`config.mk`:
```
export PLATFORM = sky130hd
export DESIGN_NAME = imem_loader
export DESIGN_NICKNAME = d
export VERILOG_FILES = /design/src/rtl/imem_loader.sv
export SDC_FILE = /design/constraint.sdc
export NUM_CORES = 1
export LEC_CHECK = 0
export CORE_ASPECT_RATIO = 1.1
export CORE_MARGIN = 1.5
export CORE_UTILIZATION = 45
export CTS_BUF_LIST = sky130_fd_sc_hd__clkbuf_16
export CTS_CLUSTER_SIZE = 8
export DETAILED_ROUTE_END_ITERATION = 10
export HOLD_SLACK_MARGIN = 0.03
export PLACE_DENSITY = 0.67
export RECOVER_POWER = 25
export SYNTH_ARGS = -nofsm -noshare
export SYNTH_HDL_FRONTEND = slang
export SYNTH_SLANG_ARGS = --single-unit
```
`constraint.sdc`:
```
create_clock -name clk_i -period 3.65 [get_ports clk_i]
set_input_delay 1.095 -clock clk_i [delete_from_list [all_inputs] [get_ports clk_i]]
set_output_delay 1.095 -clock clk_i [all_outputs]
set_load 0.03 [all_outputs]
```
`src/rtl/imem_loader.sv`:
```
// imem_loader: boot-time writer for the instruction memory.
// Receives a framed byte stream (MAGIC, LEN_HI, LEN_LO, LEN*4 payload bytes, CSUM),
// assembles big-endian 32-bit words and writes them to consecutive word addresses
// from 0. The CPU is held in reset until the whole image is written and the XOR
// checksum matches.
//
// Ports:
//   clk_i          system clock, rising edge
//   rst_ni         synchronous active-low reset
//   restart_i      one-cycle pulse, re-arms the loader from DONE or ERROR
//   in_valid_i     byte-source data valid
//   in_data_i      byte-source data
//   in_ready_o     loader can accept a byte
//   wr_en_o        instruction-memory write strobe, one cycle per word
//   wr_addr_o      word address of the write
//   wr_data_o      instruction word
//   cpu_reset_o    active-high hold for the datapath reset
//   done_o         image loaded and checksum matched
//   error_o        frame rejected, sticky until restart or reset
//   word_count_o   words written in the current frame
module imem_loader #(
  parameter int unsigned ADDR_W    = 10,
  parameter int unsigned MAX_WORDS = 1024,
  parameter logic [7:0]  MAGIC     = 8'hA5
) (
  input  logic              clk_i,
  input  logic              rst_ni,
  input  logic              restart_i,
  input  logic              in_valid_i,
  input  logic [7:0]        in_data_i,
  output logic              in_ready_o,
  output logic              wr_en_o,
  output logic [ADDR_W-1:0] wr_addr_o,
  output logic [31:0]       wr_data_o,
  output logic              cpu_reset_o,
  output logic              done_o,
  output logic              error_o,
  output logic [15:0]       word_count_o
);

  localparam logic [2:0] StIdle  = 3'd0;
  localparam logic [2:0] StLenHi = 3'd1;
  localparam logic [2:0] StLenLo = 3'd2;
  localparam logic [2:0] StData  = 3'd3;
  localparam logic [2:0] StCsum  = 3'd4;
  localparam logic [2:0] StDone  = 3'd5;
  localparam logic [2:0] StError = 3'd6;

  // 17 bits so a full 16-bit LEN can be compared without overflow
  localparam logic [16:0] MaxLen = 17'(MAX_WORDS);

  logic [2:0]        state_q, state_d;
  logic [15:0]       len_q, len_d;
  logic [15:0]       word_idx_q, word_idx_d;   // words assembled so far (next address)
  logic [1:0]        byte_idx_q, byte_idx_d;
  logic [23:0]       shift_q, shift_d;         // first three bytes of the current word
  logic [7:0]        csum_q, csum_d;
  logic              wr_en_q, wr_en_d;
  logic [ADDR_W-1:0] wr_addr_q, wr_addr_d;
  logic [31:0]       wr_data_q, wr_data_d;
  logic [15:0]       word_count_q, word_count_d;

  logic        ready;
  logic        accept;
  logic [15:0] len_full;

  // Ready is forced low while reset is being sampled
  assign ready  = rst_ni && (state_q != StDone) && (state_q != StError);
  assign accept = in_valid_i && ready;
  assign len_full = {len_q[15:8], in_data_i};

  always_comb begin
    state_d      = state_q;
    len_d        = len_q;
    word_idx_d   = word_idx_q;
    byte_idx_d   = byte_idx_q;
    shift_d      = shift_q;
    csum_d       = csum_q;
    wr_en_d      = 1'b0;
    wr_addr_d    = wr_addr_q;
    wr_data_d    = wr_data_q;
    word_count_d = word_count_q;

    if (wr_en_q) begin
      word_count_d = word_count_q + 16'd1;
    end

    case (state_q)
      StIdle: begin
        if (accept && (in_data_i == MAGIC)) begin
          state_d = StLenHi;
        end
      end
      StLenHi: begin
        if (accept) begin
          len_d   = {in_data_i, 8'h00};
          state_d = StLenLo;
        end
      end
      StLenLo: begin
        if (accept) begin
          len_d = len_full;
          if ({1'b0, len_full} > MaxLen) begin
            state_d = StError;
          end else if (len_full == 16'd0) begin
            state_d = StCsum;
          end else begin
            state_d = StData;
          end
        end
      end
      StData: begin
        if (accept) begin
          csum_d     = csum_q ^ in_data_i;
          byte_idx_d = byte_idx_q + 2'd1;
          if (byte_idx_q == 2'd3) begin
            wr_en_d    = 1'b1;
            wr_addr_d  = word_idx_q[ADDR_W-1:0];
            wr_data_d  = {shift_q, in_data_i};
            word_idx_d = word_idx_q + 16'd1;
            if ((word_idx_q + 16'd1) == len_q) begin
              state_d = StCsum;
            end
          end else begin
            shift_d = {shift_q[15:0], in_data_i};
          end
        end
      end
      StCsum: begin
        if (accept) begin
          state_d = (in_data_i == csum_q) ? StDone : StError;
        end
      end
      StDone, StError: begin
        if (restart_i) begin
          state_d      = StIdle;
          word_count_d = 16'd0;
          csum_d       = 8'h00;
          byte_idx_d   = 2'd0;
          word_idx_d   = 16'd0;
        end
      end
      default: state_d = StIdle;
    endcase
  end

  always_ff @(posedge clk_i) begin
    if (!rst_ni) begin
      state_q      <= StIdle;
      len_q        <= 16'd0;
      word_idx_q   <= 16'd0;
      byte_idx_q   <= 2'd0;
      shift_q      <= 24'd0;
      csum_q       <= 8'h00;
      wr_en_q      <= 1'b0;
      wr_addr_q    <= '0;
      wr_data_q    <= 32'd0;
      word_count_q <= 16'd0;
    end else begin
      state_q      <= state_d;
      len_q        <= len_d;
      word_idx_q   <= word_idx_d;
      byte_idx_q   <= byte_idx_d;
      shift_q      <= shift_d;
      csum_q       <= csum_d;
      wr_en_q      <= wr_en_d;
      wr_addr_q    <= wr_addr_d;
      wr_data_q    <= wr_data_d;
      word_count_q <= word_count_d;
    end
  end

  assign in_ready_o   = ready;
  assign wr_en_o      = wr_en_q;
  assign wr_addr_o    = wr_addr_q;
  assign wr_data_o    = wr_data_q;
  assign cpu_reset_o  = (state_q != StDone);
  assign done_o       = (state_q == StDone);
  assign error_o      = (state_q == StError);
  assign word_count_o = word_count_q;

endmodule

```
After elaboration in Yosys (flattened, before gate mapping)
Cells that the tools add are included.

Register bits after elaboration: 128. Output and inout bits: 63. Input bits: 12.

Multiplexer cells: 29. Equality and inequality tests: 20. Add/sub/neg operators: 3. Magnitude comparators: 1. Reductions and logical operators: 17. Bitwise operators: 3.

Operators by type and width (count): $mux W16 (7); $pmux W16 S2 (2); $add A16 B1 Y16 const B (2); $mux W3 (10); $mux W8 (3); $pmux W3 S6 (1); $reduce_and A3 Y1 (6); $eq A16 B16 Y1 (1); $gt A16 B11 Y1 const B (1); $logic_not A16 Y1 (1); $ne A2 B2 Y1 const B (8); $pmux W8 S2 (1); $eq A3 B3 Y1 const B (3); $eq A8 B8 Y1 (1); $eq A8 B8 Y1 const B (1); $reduce_and A8 Y1 (1); $xor A8 B8 Y8 (1); $eq A3 B2 Y1 const B (2); $mux W2 (3); $ne A3 B3 Y1 const B (2); $logic_and A1 B1 Y1 (4); $pmux W2 S2 (1); $reduce_and A4 Y1 (1); $reduce_bool A2 Y1 (2); 7 further kinds (8).

Logic depth before layout (Yosys ltp)
Gate-level depths: netlist of the first run.

Depth after elaboration: 7. Mapped depth: 9. Depth with buffers taken out: 7.

Least setup slack after synthesis of the first run
OpenSTA, ideal clock, no wires.

Path type: input -> output. From: input port rst_ni. To: output port in_ready_o. Arrival time: 1.997 ns. Stages on the path: 4. Slack: 0.558 ns. Data required time: 2.555 ns. Cell sequence: buf_4 > clkbuf_1 > clkbuf_1 > and2_1.

Longest elaborated chain between the ends: 2.

RTL lines: start, declared (line 27) `input logic rst_ni,`; $logic_and A1 B1 Y1 (2 in a row) (line 68) `assign ready = rst_ni && (state_q != StDone) && (state_q != StError);`; end, declared (line 31) `output logic in_ready_o,`.

Every way passes these cells.

Final worst setup path of the first run
From: register state_q[0]. To: output port done_o.

Longest elaborated chain between the ends: 1.

RTL lines: start, declared (line 52) `logic [2:0] state_q, state_d;`; start signal, assigned (line 149) `state_q <= StIdle;`; start signal, assigned (line 160) `state_q <= state_d;`; $eq A3 B3 Y1 (line 178) `assign done_o = (state_q == StDone);`; end, declared (line 36) `output logic done_o,`.

Every way passes these cells.

==> results of run 1 <==
-- cells by family after synthesis --
| kind of cell | Yosys count | share of synthesized area, % |
|---|---|---|
| flops | 128 | 41.5 |
| fa+ha+maj | 3 | 0.608 |
| buf+inv | 64 | 5.49 |
| mux | 2 | 0.324 |
| xor+xnor | 44 | 6.24 |
| simple gates | 334 | 28.2 |
| compound gates | 156 | 17.7 |
-- worst max path at each step --
stage,from,endpoint,slack (ns),cells after the start
2_1_floorplan,rst_ni,in_ready_o,0.56,4
3_3_place_gp,in_valid_i,word_idx_q[15],0.29,8
3_5_place_dp,in_valid_i,wr_data_o[0],0.26,8
4_1_cts,state_q[0],done_o,0.47,4
5_1_grt,state_q[0],done_o,0.34,4
6_report,state_q[0],done_o,0.46,4
-- final cells by class --
type                            count  area (um^2)
Timing Repair Buffer               91          856
Inverter                            7         26.3
Clock buffer                       17          425
Multi-Input combinational cell    539         3270
Clock inverter                     12          106
Fill cell                        1264         5850
Tap cell                          184          230
Sequential cell                   128         2560
-- tightest hold or removal path: stages (launching register included) --
cell and delay [ns]:
dfxtp_1 0.30, nand2_1 0.05, a21boi_1 0.05
-- metrics by stage --
stage | instance area, um^2 | power, uW | worst slack [ns] | hold slack [ns] | std cells
6_report | 7470 | 3040 | 0.457 | 0.448 | 978
5_1_grt | 7470 | 3130 | 0.340 | 0.464 | 978
4_1_cts | 7480 | 3060 | 0.467 | 0.448 | 978
3_5_place_dp | 6950 | 1520 | 0.256 | 0.444 | 949
3_3_place_gp | 6950 | 1520 | 0.288 | 0.441 | 949
2_1_floorplan | 6170 | 1480 | 0.558 | 0.431 | 731
-- cells in the final DEF, fill, tap and decap left out, types with 6 or more instances in the layout --
master,instances
a21boi_0,29
a21boi_1,41
a21oi_1,18
a22oi_1,17
and2_0,8
and3_1,8
and4_1,14
buf_4,17
clkbuf_16,17
clkdlybuf4s50_1,64
dfxtp_1,128
dlygate4sd3_1,8
inv_1,9
nand2_1,180
nand3_1,16
nand3b_1,6
nand4_1,11
nor2_1,35
nor2b_1,10
nor3_1,6
nor3b_2,8
o21ai_0,21
o22ai_1,10
xnor2_1,23
xor2_1,21
-- layer usage --
metal / routed length [um] / global-route usage, % / part of all wire, %
met1: 6820 / 27.1 / 46
met2: 7080 / 34.5 / 48
met3: 665 / 4.48 / 4.5
met4: 325 / 9.41 / 2.2
met5: 0 / 0 / 0
-- registers in the layout (all words and copies together), names as in the netlist --
name and flops:
wr_data_o 32, shift_q 24, len_q 16, word_count_o 16
word_idx_q 16, wr_addr_o 10, csum_q 8, state_q 3
byte_idx_q 2, wr_en_o 1
-- power breakdown --
part / switching (uW) / total, uW / internal [uW]
Sequential: 0.0456 / 1400 / 1400
Clock: 581 / 1550 / 972
Combinational: 51.0 / 89.0 / 38.0
==> qor.txt, run 1 <==
Cell variety after synth -> 61
antenna violations before repair -> 0
Critical Path Max Stage Delay -> 0.66 ns
critical path's top delay family -> buffers and inverters
Die H -> 126 um
GPL Wtd Cong -> 0.862
clk_lat worst skew -> 0.42 ns
r2r worst-path depth -> 6
Tot GR Track Use -> 21.3%
Slowest cell on crit path -> clkdlybuf4s50_1
cell count after synthesis -> 731
Syn Area/Cell -> 8.45 um^2
CTS tree -> yes
Buf+Inv Stages, Crit Path -> 2
Slew Viols, Final -> 0
hold buffers post-CTS -> 0
Leak -> 0.00265 uW
# nets final -> 799
TritonCTS sink count -> 128
Crit Path Class -> register to output pin
Hold Path Class -> register to register
Port Buffers -> 74
Synth-to-Final Area Change -> 21.1%
Final Hold Fails -> 0
R2R setup slack -> 1.13 ns
starting DRC count in detailed routing -> 416
Post-synth EDFFs -> 0
RSZ-0062 raised after global routing -> no
Via density -> 5.35
Layout Skew -> 0.00676 ns
ratio of cells with drive above 1 in the final layout -> 8.06%
worst slew pin tran -> 1.09 ns
hold path startpoint -> wr_data_o[30]
DP Wirelength -> 9.98 mm
vias in the first global route -> 4990
status -> complete, no violations
top-area cell type share of the netlist area -> 41.5%
Routed WL per cell -> 15.2 um
initial core utilization -> 46.3%
Die Footprint -> 0.0144 mm^2
cell row count -> 44
Worst Hold Path Cells -> 2
CP required -> 2.55 ns
# DRC -> 0
Inserted Clock Buffers -> 17
post-synthesis sequential area ratio -> 41.5%
crit path max fanout -> 12
core footprint -> 0.0133 mm^2
final setup vio count -> 0
R2R Path Start -> state_q[0]
Async S/R FF share, synth -> 0%
# diodes -> 0
Post-Syn Area -> 0.00617 mm^2
routed vias -> 5237
area leader, netlist -> dfxtp_1
Max transition margin -> 27.2%
Final Util -> 56.1%
Final TNS setup -> 0 ns
register bit total from synthesis -> 128
Hold EP -> wr_data_o[30]
CTS H-Tree Depth -> 4
ranking of synthesized cells by area -> dfxtp_1, nand2_1, a21boi_1
Synth Net Count -> 746
Min Clock Period, post-route -> 3.19 ns
CTS Root Cell -> clkbuf_16
FMAX -> 313 MHz
# resized after CTS -> 0
routed wire length -> 14.9 mm
Ports -> 75
count leader, synth -> nand2_1
first-pass GRT wire length -> 24.3 mm
CP Launch Type -> register
largest net degree at the start of global routing -> 113
Ys Warns -> 0
postcts setup bufs -> 0
Max Cap Viol -> 0
RR Endpoint -> shift_q[5]
clk buf depth -> 2
chip width -> 115 um
Antenna Nets Post-Route -> 0
power density of the placed cells -> 407 mW/mm^2
Arrival @ worst endpoint -> 2.10 ns
Worst-path clk slew -> 0.05 ns
total grt overflow -> 0
Top FF cell, synth -> dfxtp_1
drt first pass iters -> 5
peak supply drop -> 295 uV
Tcrit/Tclk final -> 87.5%
Crit. End Element -> output pin
Commonest cells post-synth -> nand2_1, dfxtp_1, a21boi_1
sequence of cells on the critical path -> nor2b_1 -> nand2_1 -> inv_1 -> clkdlybuf4s50_1
Note: power is estimated with default switching activity, not from simulation.
==> run 2: changes to the inputs <==
Settings changed: PLACE_DENSITY 0.67 to default, PLACE_DENSITY_LB_ADDON from default to 0.12.
==> qor.txt, run 2 (synthesis gave the netlist of run 1 again) <==
status -> complete, no violations
Layout Cells excl Fill -> 983 (+0.51%)
FILL cells -> 1237 (-2.1%)
Cell Int Power -> 2570 uW (+6.9%)
GPL Wtd Cong -> 0.846 (-1.8%)
chip width -> 115 um (unchanged)
Ports -> 75 (unchanged)
clock power share -> 54.3% (+3.2 points)
clk_lat worst skew -> 0.42 ns (about the same)
CTS tree -> yes
Hold Path Class -> register to register
initial core utilization -> 46.3% (unchanged)
Die Footprint -> 0.0144 mm^2 (unchanged)
# diodes -> 0 (unchanged)
Sw Share -> 20.9% (+0.085 points)
DP Wirelength -> 10.2 mm (+2.7%)
CP required -> 2.55 ns (about the same)
Routed WL per cell -> 15.2 um (about the same)
sw power -> 679 uW (+7.4%)
Leak -> 0.00267 uW (+0.96%)
first-pass GRT wire length -> 25.0 mm (+2.6%)
Worst-path clk slew -> 0.06 ns (about the same)
antenna violations before repair -> 0 (unchanged)
Min Clock Period, post-route -> 3.26 ns (+0.0627 ns)
max reg flops -> 32 (unchanged)
Crit. End Element -> output pin
Via density -> 5.36 (about the same)
Crit Path Class -> register to output pin
Comb power frac -> 2.7% (-0.2 points)
Port Buffers -> 74 (unchanged)
# DRC -> 0 (unchanged)
Die H -> 126 um (unchanged)
vias in the first global route -> 4968 (-0.44%)
postcts setup bufs -> 0 (unchanged)
CP Launch Type -> register
Arrival @ worst endpoint -> 2.16 ns (+0.06 ns)
# nets final -> 801 (+0.25%)
hold buffers post-CTS -> 0 (unchanged)
most frequent cells in the layout -> nand2_1, dfxtp_1, clkdlybuf4s50_1
Antenna Nets Post-Route -> 0 (unchanged)
routed wire length -> 15.0 mm (+0.50%)
routed vias -> 5267 (+0.57%)
most common cell after layout, fill and taps aside -> nand2_1
Tcrit/Tclk final -> 89.2% (+1.7 points)
Final TNS setup -> 0 ns (unchanged)
multi-input logic area -> 0.00327 mm^2 (unchanged)
Inserted Clock Buffers -> 17 (unchanged)
core footprint -> 0.0133 mm^2 (unchanged)
placed cells -> 951 (+0.21%)
Seq pwr share -> 43.0% (-3.0 points)
largest net degree at the start of global routing -> 77 (-32%)
worst slew pin tran -> 1.05 ns (-0.0461 ns)
peak supply drop -> 238 uV (-19%)
R2R setup slack -> 1.22 ns (+0.09 ns)
Max transition margin -> 30.3% (+3.1 points)
Max Cap Viol -> 0 (unchanged)
Synth-to-Final Area Change -> 22.7%
CTS H-Tree Depth -> 4 (unchanged)
FMAX -> 307 MHz (-1.9%)
final setup vio count -> 0 (unchanged)
ratio of cells with drive above 1 in the final layout -> 8.89% (+0.83 points)
Layout Skew -> 0.0104 ns (+0.00368 ns)
starting DRC count in detailed routing -> 471 (+13%)
power density of the placed cells -> 429 mW/mm^2 (+5.6%)
clk buf depth -> 2 (unchanged)
design area -> 0.00757 mm^2 (+1.3%)
cell row count -> 44 (unchanged)
RSZ-0062 raised after global routing -> no
Final Hold Fails -> 0 (unchanged)
CTS Root Cell -> clkbuf_16
Slew Viols, Final -> 0 (unchanged)
drt first pass iters -> 5 (unchanged)
Tot GR Track Use -> 21.9% (+0.67 points)
# resized after CTS -> 0 (unchanged)
crit path max fanout -> 12 (unchanged)
Reg area -> 0.00256 mm^2 (unchanged)
total grt overflow -> 0 (unchanged)
Post-DP Area -> 0.00697 mm^2 (+0.22%)
TritonCTS sink count -> 128 (unchanged)
[run 2: cell count changes in the layout (fill, tap and decap cells not counted), moves of 2 or more]
cell,delta
buf_4,+2
dlygate4sd3_1,-7
bufinv_16,+2
clkdlybuf4s50_1,+7
clkinv_2,-2
inv_6,+3
and2_1,+8
and2_0,-8
[run 2: layout make-up]
cell class	count	share of cell area, %
sequential	128	33.8
inverter	7	0.347
tap	184	3.04
timing repair buffer	93	11.5
multi-input combinational	539	43.1
clock buffer	17	5.62
clock inverter	15	2.53
[run 2: critical path, cell delays in order (launching register included)]
cell and delay (ns):
dfxtp_1 0.58, nor2b_1 0.29, nand2_1 0.13, inv_1 0.08, clkdlybuf4s50_1 0.66
[run 2: per-layer routing]
| layer | global-route usage, % | vias to the layer above | part of all wire (%) |
|---|---|---|---|
| met1 | 28.6 | 2477 | 45 |
| met5 | 0 | - | 0 |
| li1 | - | 2623 | - |
| met4 | 8.82 | 0 | 2.0 |
| met2 | 35.3 | 143 | 48 |
| met3 | 4.62 | 24 | 4.7 |
[run 2: per-stage QoR]
step                      power [uW]  hold WS (ns)  setup WS [ns]  utilization, %
after floorplan                 1480         0.431          0.558               -
after global placement          1520         0.441          0.390            52.3
after detailed placement        1520         0.447          0.294            52.3
after CTS                       3290         0.455          0.438            56.9
final                           3250         0.450          0.395            56.8
after global routing            3360         0.473          0.322            56.8
[run 2: final timing paths]
kind                     from       endpoint  cells past startpoint
hold reg to reg   shift_q[19]  wr_data_o[27]                      2
setup / recovery   state_q[0]         done_o                      4
setup reg to reg   state_q[0]    shift_q[11]                      6
hold / removal    shift_q[19]  wr_data_o[27]                      2
[run 2: power by group through the flow]
stage,sequential (uW),combinational (uW),clock [uW]
5_1_grt,1400,95.8,1860
4_1_cts,1400,90.6,1800
6_report,1400,89.3,1770
2_1_floorplan,1430,55.1,0
3_3_place_gp,1430,89.0,0
3_5_place_dp,1430,90.2,0
==> run 3: changes to the inputs <==
Settings changed: CAP_MARGIN from default to 20.
==> results of run 3 <==
Same layout as run 2: the final DEF is identical, and so are final timing and power.
==> RTL edit 1, RTL diff (config.mk and constraints of run 1) <==
`ADDR_W`: 10 -> 9.
--- a/src/rtl/imem_loader.sv
+++ b/src/rtl/imem_loader.sv
@@ -20,5 +20,5 @@
 //   word_count_o   words written in the current frame
 module imem_loader #(
-  parameter int unsigned ADDR_W    = 10,
+  parameter int unsigned ADDR_W    = 9,
   parameter int unsigned MAX_WORDS = 1024,
   parameter logic [7:0]  MAGIC     = 8'hA5
Interface: changed (resized wr_addr_o); port bits go from 75 to 74. The function was not compared with the original's and may differ.
==> RTL edit 1 against run 1 <==
Worst setup slack got worse by 0.30 ns; final area decreased by 4.9%; worst hold slack got worse by 0.0021 ns; routed wire length decreased by 4.2%; area after synthesis decreased by 7.7%; via count increased by 0.71%; total power decreased by 1.8%; sequential share of layout area increased by 1.5 points; combinational power decreased by 17%; sequential cell count decreased by 1.
==> RTL edit 1: results (changes against run 1) <==
final setup TNS 0 ns (unchanged); number of cells after detailed placement 923 (-2.7%); final hold slack 0.446 ns (-0.00206 ns); launch point of the worst reg-to-reg path state_q[1]; longest individual stage delay on the worst path 0.67 ns; # H-tree levels 4 (unchanged); Total GRT Usage 22.4% (+1.2 points); Worst path slowest cell clkdlybuf4s50_1; setup fix buffers added after clock tree synthesis 0 (unchanged); buffer depth of the longest clock path 2 (unchanged); net load switching power 0.000701 W (+11%); grt met1 use 29.6% (+2.5 points); Post-synth ARST share 0% (unchanged); leakage power total 2.31 nW (-13%); Setup Skew 0.00572 ns (-0.00104 ns); maximum fanout count along the critical path 2 (-10); final layout net count 803 (+0.50%); Synth top cells by count nand2_1, dfxtp_1, a21oi_1, nor2_1; met2 track demand over resource in global routing 35.2% (+0.74 points); Clk pin slew, worst setup/hold paths 0.06 ns; pre-CTS worst setup slack 0.110 ns (-0.146 ns); Inserted Clock Buffers 17 (unchanged); M1 wire length 6.68 mm (-2.1%); reg-to-reg endpoint word_count_o[2]; DR WL met2 6.59 mm (-7.0%); placer's final routability congestion estimate 0.850 (-1.5%); sequential area share after synthesis 44.6% (+3.1 points); top_reg_cell synth dfxtp_1; post-synthesis instance total 723 (-1.1%); Port-buffer cells 73 (-1.4%); detailed placement HPWL 9.46 mm (-5.2%); critical hold path startpoint shift_q[16]; CP arrival 2.40 ns (+0.30 ns); worst-margin pin slew 1.10 ns (+0.00465 ns); worst reg-to-reg setup slack 0.89 ns (-0.24 ns); antenna fix cells 0 (unchanged); antenna-violating nets left 0 (unchanged); global-route wire length before repair 23.4 mm (-4.0%); final non-filler cell total 955 (-2.4%); first-iteration detailed-routing DRC count 399 (-4.1%); fraction of layout instances using a drive strength above 1 7.62% (-0.44 points); detailed-routed wire length on met3 778 um (+17%); via count of the first global-routing pass 4871 (-2.4%); net count of the mapped netlist 738 (-1.1%); status finished clean; post-cts gate resize count 0 (unchanged); highest signal layer in the routed design met4; HP Class reg -> reg; mean number of vias per cell 5.52 (+3.1%); pin count of the biggest net entering global routing 107 (-5.3%); number of distinct standard cells referenced by the synthesized netlist 58 (-4.9%); met3 track demand over resource in global routing 4.83% (+0.36 points); Synth area leaders dfxtp_1, nand2_1, a21oi_1; worst vdd ir 0.195 mV (-34%); yosys warns 0 (unchanged); Wirelength per Cell 14.9 um (-1.9%); worst min-delay path endpoint wr_data_o[24]
[RTL edit 1: how the worst max path moves through the flow]
stage / start / end / slack, ns
finish: rst_ni / in_ready_o / 0.16
global route: rst_ni / in_ready_o / 0.07
CTS: rst_ni / in_ready_o / 0.14
detailed placement: in_data_i[1] / state_q[0] / 0.11
global placement: rst_ni / in_ready_o / 0.14
floorplan: rst_ni / in_ready_o / 0.22
[RTL edit 1: area by class of cell]
type                    count  area (um^2)
repair buffers             93          891
clock buffers              17          425
inverters                  10         37.5
well taps                 154          193
flip-flops and latches    127         2540
multi-input cells         539         2900
clock inverters            15          115
fillers                  1139         5090
[RTL edit 1: power groups by stage]
stage	registers (W)	clock network, W	logic, W
5_1_grt	0.00139	0.00161	0.0000789
4_1_cts	0.00139	0.00155	0.0000746
2_1_floorplan	0.00142	0	0.0000431
3_3_place_gp	0.00142	0	0.0000735
3_5_place_dp	0.00142	0	0.0000744
6_report	0.00139	0.00153	0.0000738
[RTL edit 1: cell families (layout without fill, tap and decap cells)]
| family | after synthesis | in the layout | synth area share (%) |
|---|---|---|---|
| AOI/OAI and AO/OA | 167 | 167 | 16.4 |
| xor gates and xnor gates | 41 | 41 | 6.30 |
| adders and majority gates | 4 | 4 | 0.835 |
| buffers and inverters | 57 | 135 | 4.48 |
| DFF | 127 | 127 | 44.6 |
| muxes | 3 | 3 | 0.527 |
| and+or+nand+nor | 324 | 324 | 26.8 |
[RTL edit 1: through the flow]
stage | util (%) | power (W) | cell area [um^2]
floorplan | - | 0.00146 | 5700
global placement | 54.0 | 0.00149 | 6580
detailed placement | 54.0 | 0.00149 | 6580
CTS | 58.4 | 0.00301 | 7120
global route | 58.3 | 0.00308 | 7100
finish | 58.3 | 0.00299 | 7100
==> RTL edit 2, RTL diff (flow settings as in run 1) <==
Made on the original files. Reset style: asynchronous (`rst_ni`), changed in one clocked block. Comments in the files are not updated.
--- a/src/rtl/imem_loader.sv
+++ b/src/rtl/imem_loader.sv
@@ -145,5 +145,5 @@
   end
 
-  always_ff @(posedge clk_i) begin
+  always_ff @(posedge clk_i or negedge rst_ni) begin
     if (!rst_ni) begin
       state_q      <= StIdle;
Function: differs if rst_ni is asserted again (counterexample within 4 cycles, from zero or initial values and one cycle with rst_ni low); with rst_ni held inactive, the same outputs for 4 cycles.
==> RTL edit 2 against run 1 <==
The run now ends with max-capacitance violations, max-slew violations left; sequential cell count unchanged; routed wire length is 6.4% lower; first-iteration DRC count shrank 21%; worst setup slack worse by 0.18 ns; final area up 2.7%; area after synthesis about the same.
Power is not compared: it rests on default switching activity, and its combinational part moved more than twofold at a synthesized area within 25%.
==> RTL edit 2: results (changes against run 1) <==
CP arrival 2.28 ns (+0.18 ns); vias post-DR 4805 (-8.2%); top_reg_cell synth dfrtp_1; HP Class reg -> reg; first-iteration detailed-routing DRC count 329 (-21%); Setup Skew 0.00577 ns (-0.00100 ns); pre-CTS worst setup slack 0.477 ns (+0.221 ns); Pre-Repair DR Iteration Count 4 (-1); pin count of the biggest net entering global routing 61 (-46%); status finished, violations left; number of cells after detailed placement 874 (-7.9%); total power 0.00648 W; Synth area leaders dfrtp_1, nand2_1, mux2_2; Post-synth ARST share 100% (+100 points); post-synthesis instance total 638 (-13%); Total GRT Usage 21.2% (-0.096 points); maximum fanout count along the critical path 14 (+2); detailed placement HPWL 9.51 mm (-4.6%); final number of max-transition violations 32 (+32); final layout net count 724 (-9.4%); maxcap violations 1 (+1); global-route wire length before repair 24.0 mm (-1.2%); fraction of layout instances using a drive strength above 1 11.9% (+3.9 points); number of distinct standard cells referenced by the synthesized netlist 63 (+3.3%); # H-tree levels 4 (unchanged); Clk pwr share 25.4%; placer's final routability congestion estimate 0.849 (-1.5%); Port-buffer cells 74 (unchanged); post-cts hold buffer count 0 (unchanged); sequential area share after synthesis 51.9% (+10 points); internal power of the cells 0.00410 W; number of filler cells placed in the layout 1202 (-4.9%); worst vdd ir 0.431 mV; final non-filler cell total 904 (-7.6%); Wirelength per Cell 15.4 um (+1.2%); Synth top cells by count nand2_1, dfrtp_1, o21ai_0, nor2_1, clkbuf_1; placed cell area 7110 um^2 (+2.3%); Clk pin slew, worst setup/hold paths 0.06 ns; final hold vios 0 (unchanged); worst rel slew slack -11.2% (-38 points); Comb power frac 36.3%; post-route design area 7670 um^2 (+2.7%); antenna violations before repair 0 (unchanged); violations in the final reports max-capacitance violations, max-slew violations; net count of the mapped netlist 653 (-12%); clock network latency to the later pin of the worst-skew pair 0.42 ns (about the same)
-- RTL edit 2: changes by cell type in the layout (fill, tap and decap cells not counted), sizes merged, moves of 10 or more --
cell	delta
nor3b	-11
a21boi	-69
dfrtp	+128
nand2	-11
mux2	+24
o21ai	+29
a22oi	-16
dfxtp	-128
o22ai	-10
-- RTL edit 2: critical path, cell delays in order, from the launching register on --
cell	delay [ns]
dfrtp_1	0.63
nor2b_1	0.36
nand2_1	0.12
inv_1	0.08
clkdlybuf4s50_1	0.67
-- RTL edit 2: final timing paths --
path,depth (start not counted),startpoint,slack (ns),end
worst max-delay path,4,state_q[0],0.28,done_o
worst min-delay path,2,shift_q[16],0.47,wr_data_o[24]
worst max register to register,7,word_idx_q[0],1.13,state_q[1]
worst min register to register,2,shift_q[16],0.47,wr_data_o[24]
max in group asynchronous,3,rst_ni,0.61,shift_q[2]
min in group asynchronous,2,rst_ni,0.86,byte_idx_q[1]
-- RTL edit 2: cell type report --
cell class | count | share of cell area [%]
flip-flops and latches | 128 | 41.7
multi-input cells | 465 | 36.3
repair buffers | 88 | 11.0
clock buffers | 17 | 5.54
well taps | 184 | 3.00
clock inverters | 13 | 1.91
inverters | 9 | 0.440
-- RTL edit 2: metal layers --
layer  track usage, %  wire [um]  vias to the layer above
li1                 -          -                     2317
met5                0          0                        -
met3             5.25        528                       21
met4             8.86        265                        0
met2             33.1       6850                       96
met1             28.1       6300                     2371
-- RTL edit 2: kinds of logic after synthesis --
group                    share of synthesized area, %
AO/OA/AOI/OAI                                    10.5
XOR/XNOR                                         5.89
adder cells (fa/ha/maj)                         0.608
buffers and inverters                            3.04
flip-flops                                       51.9
multiplexers                                     5.35
AND/OR/NAND/NOR                                  22.8
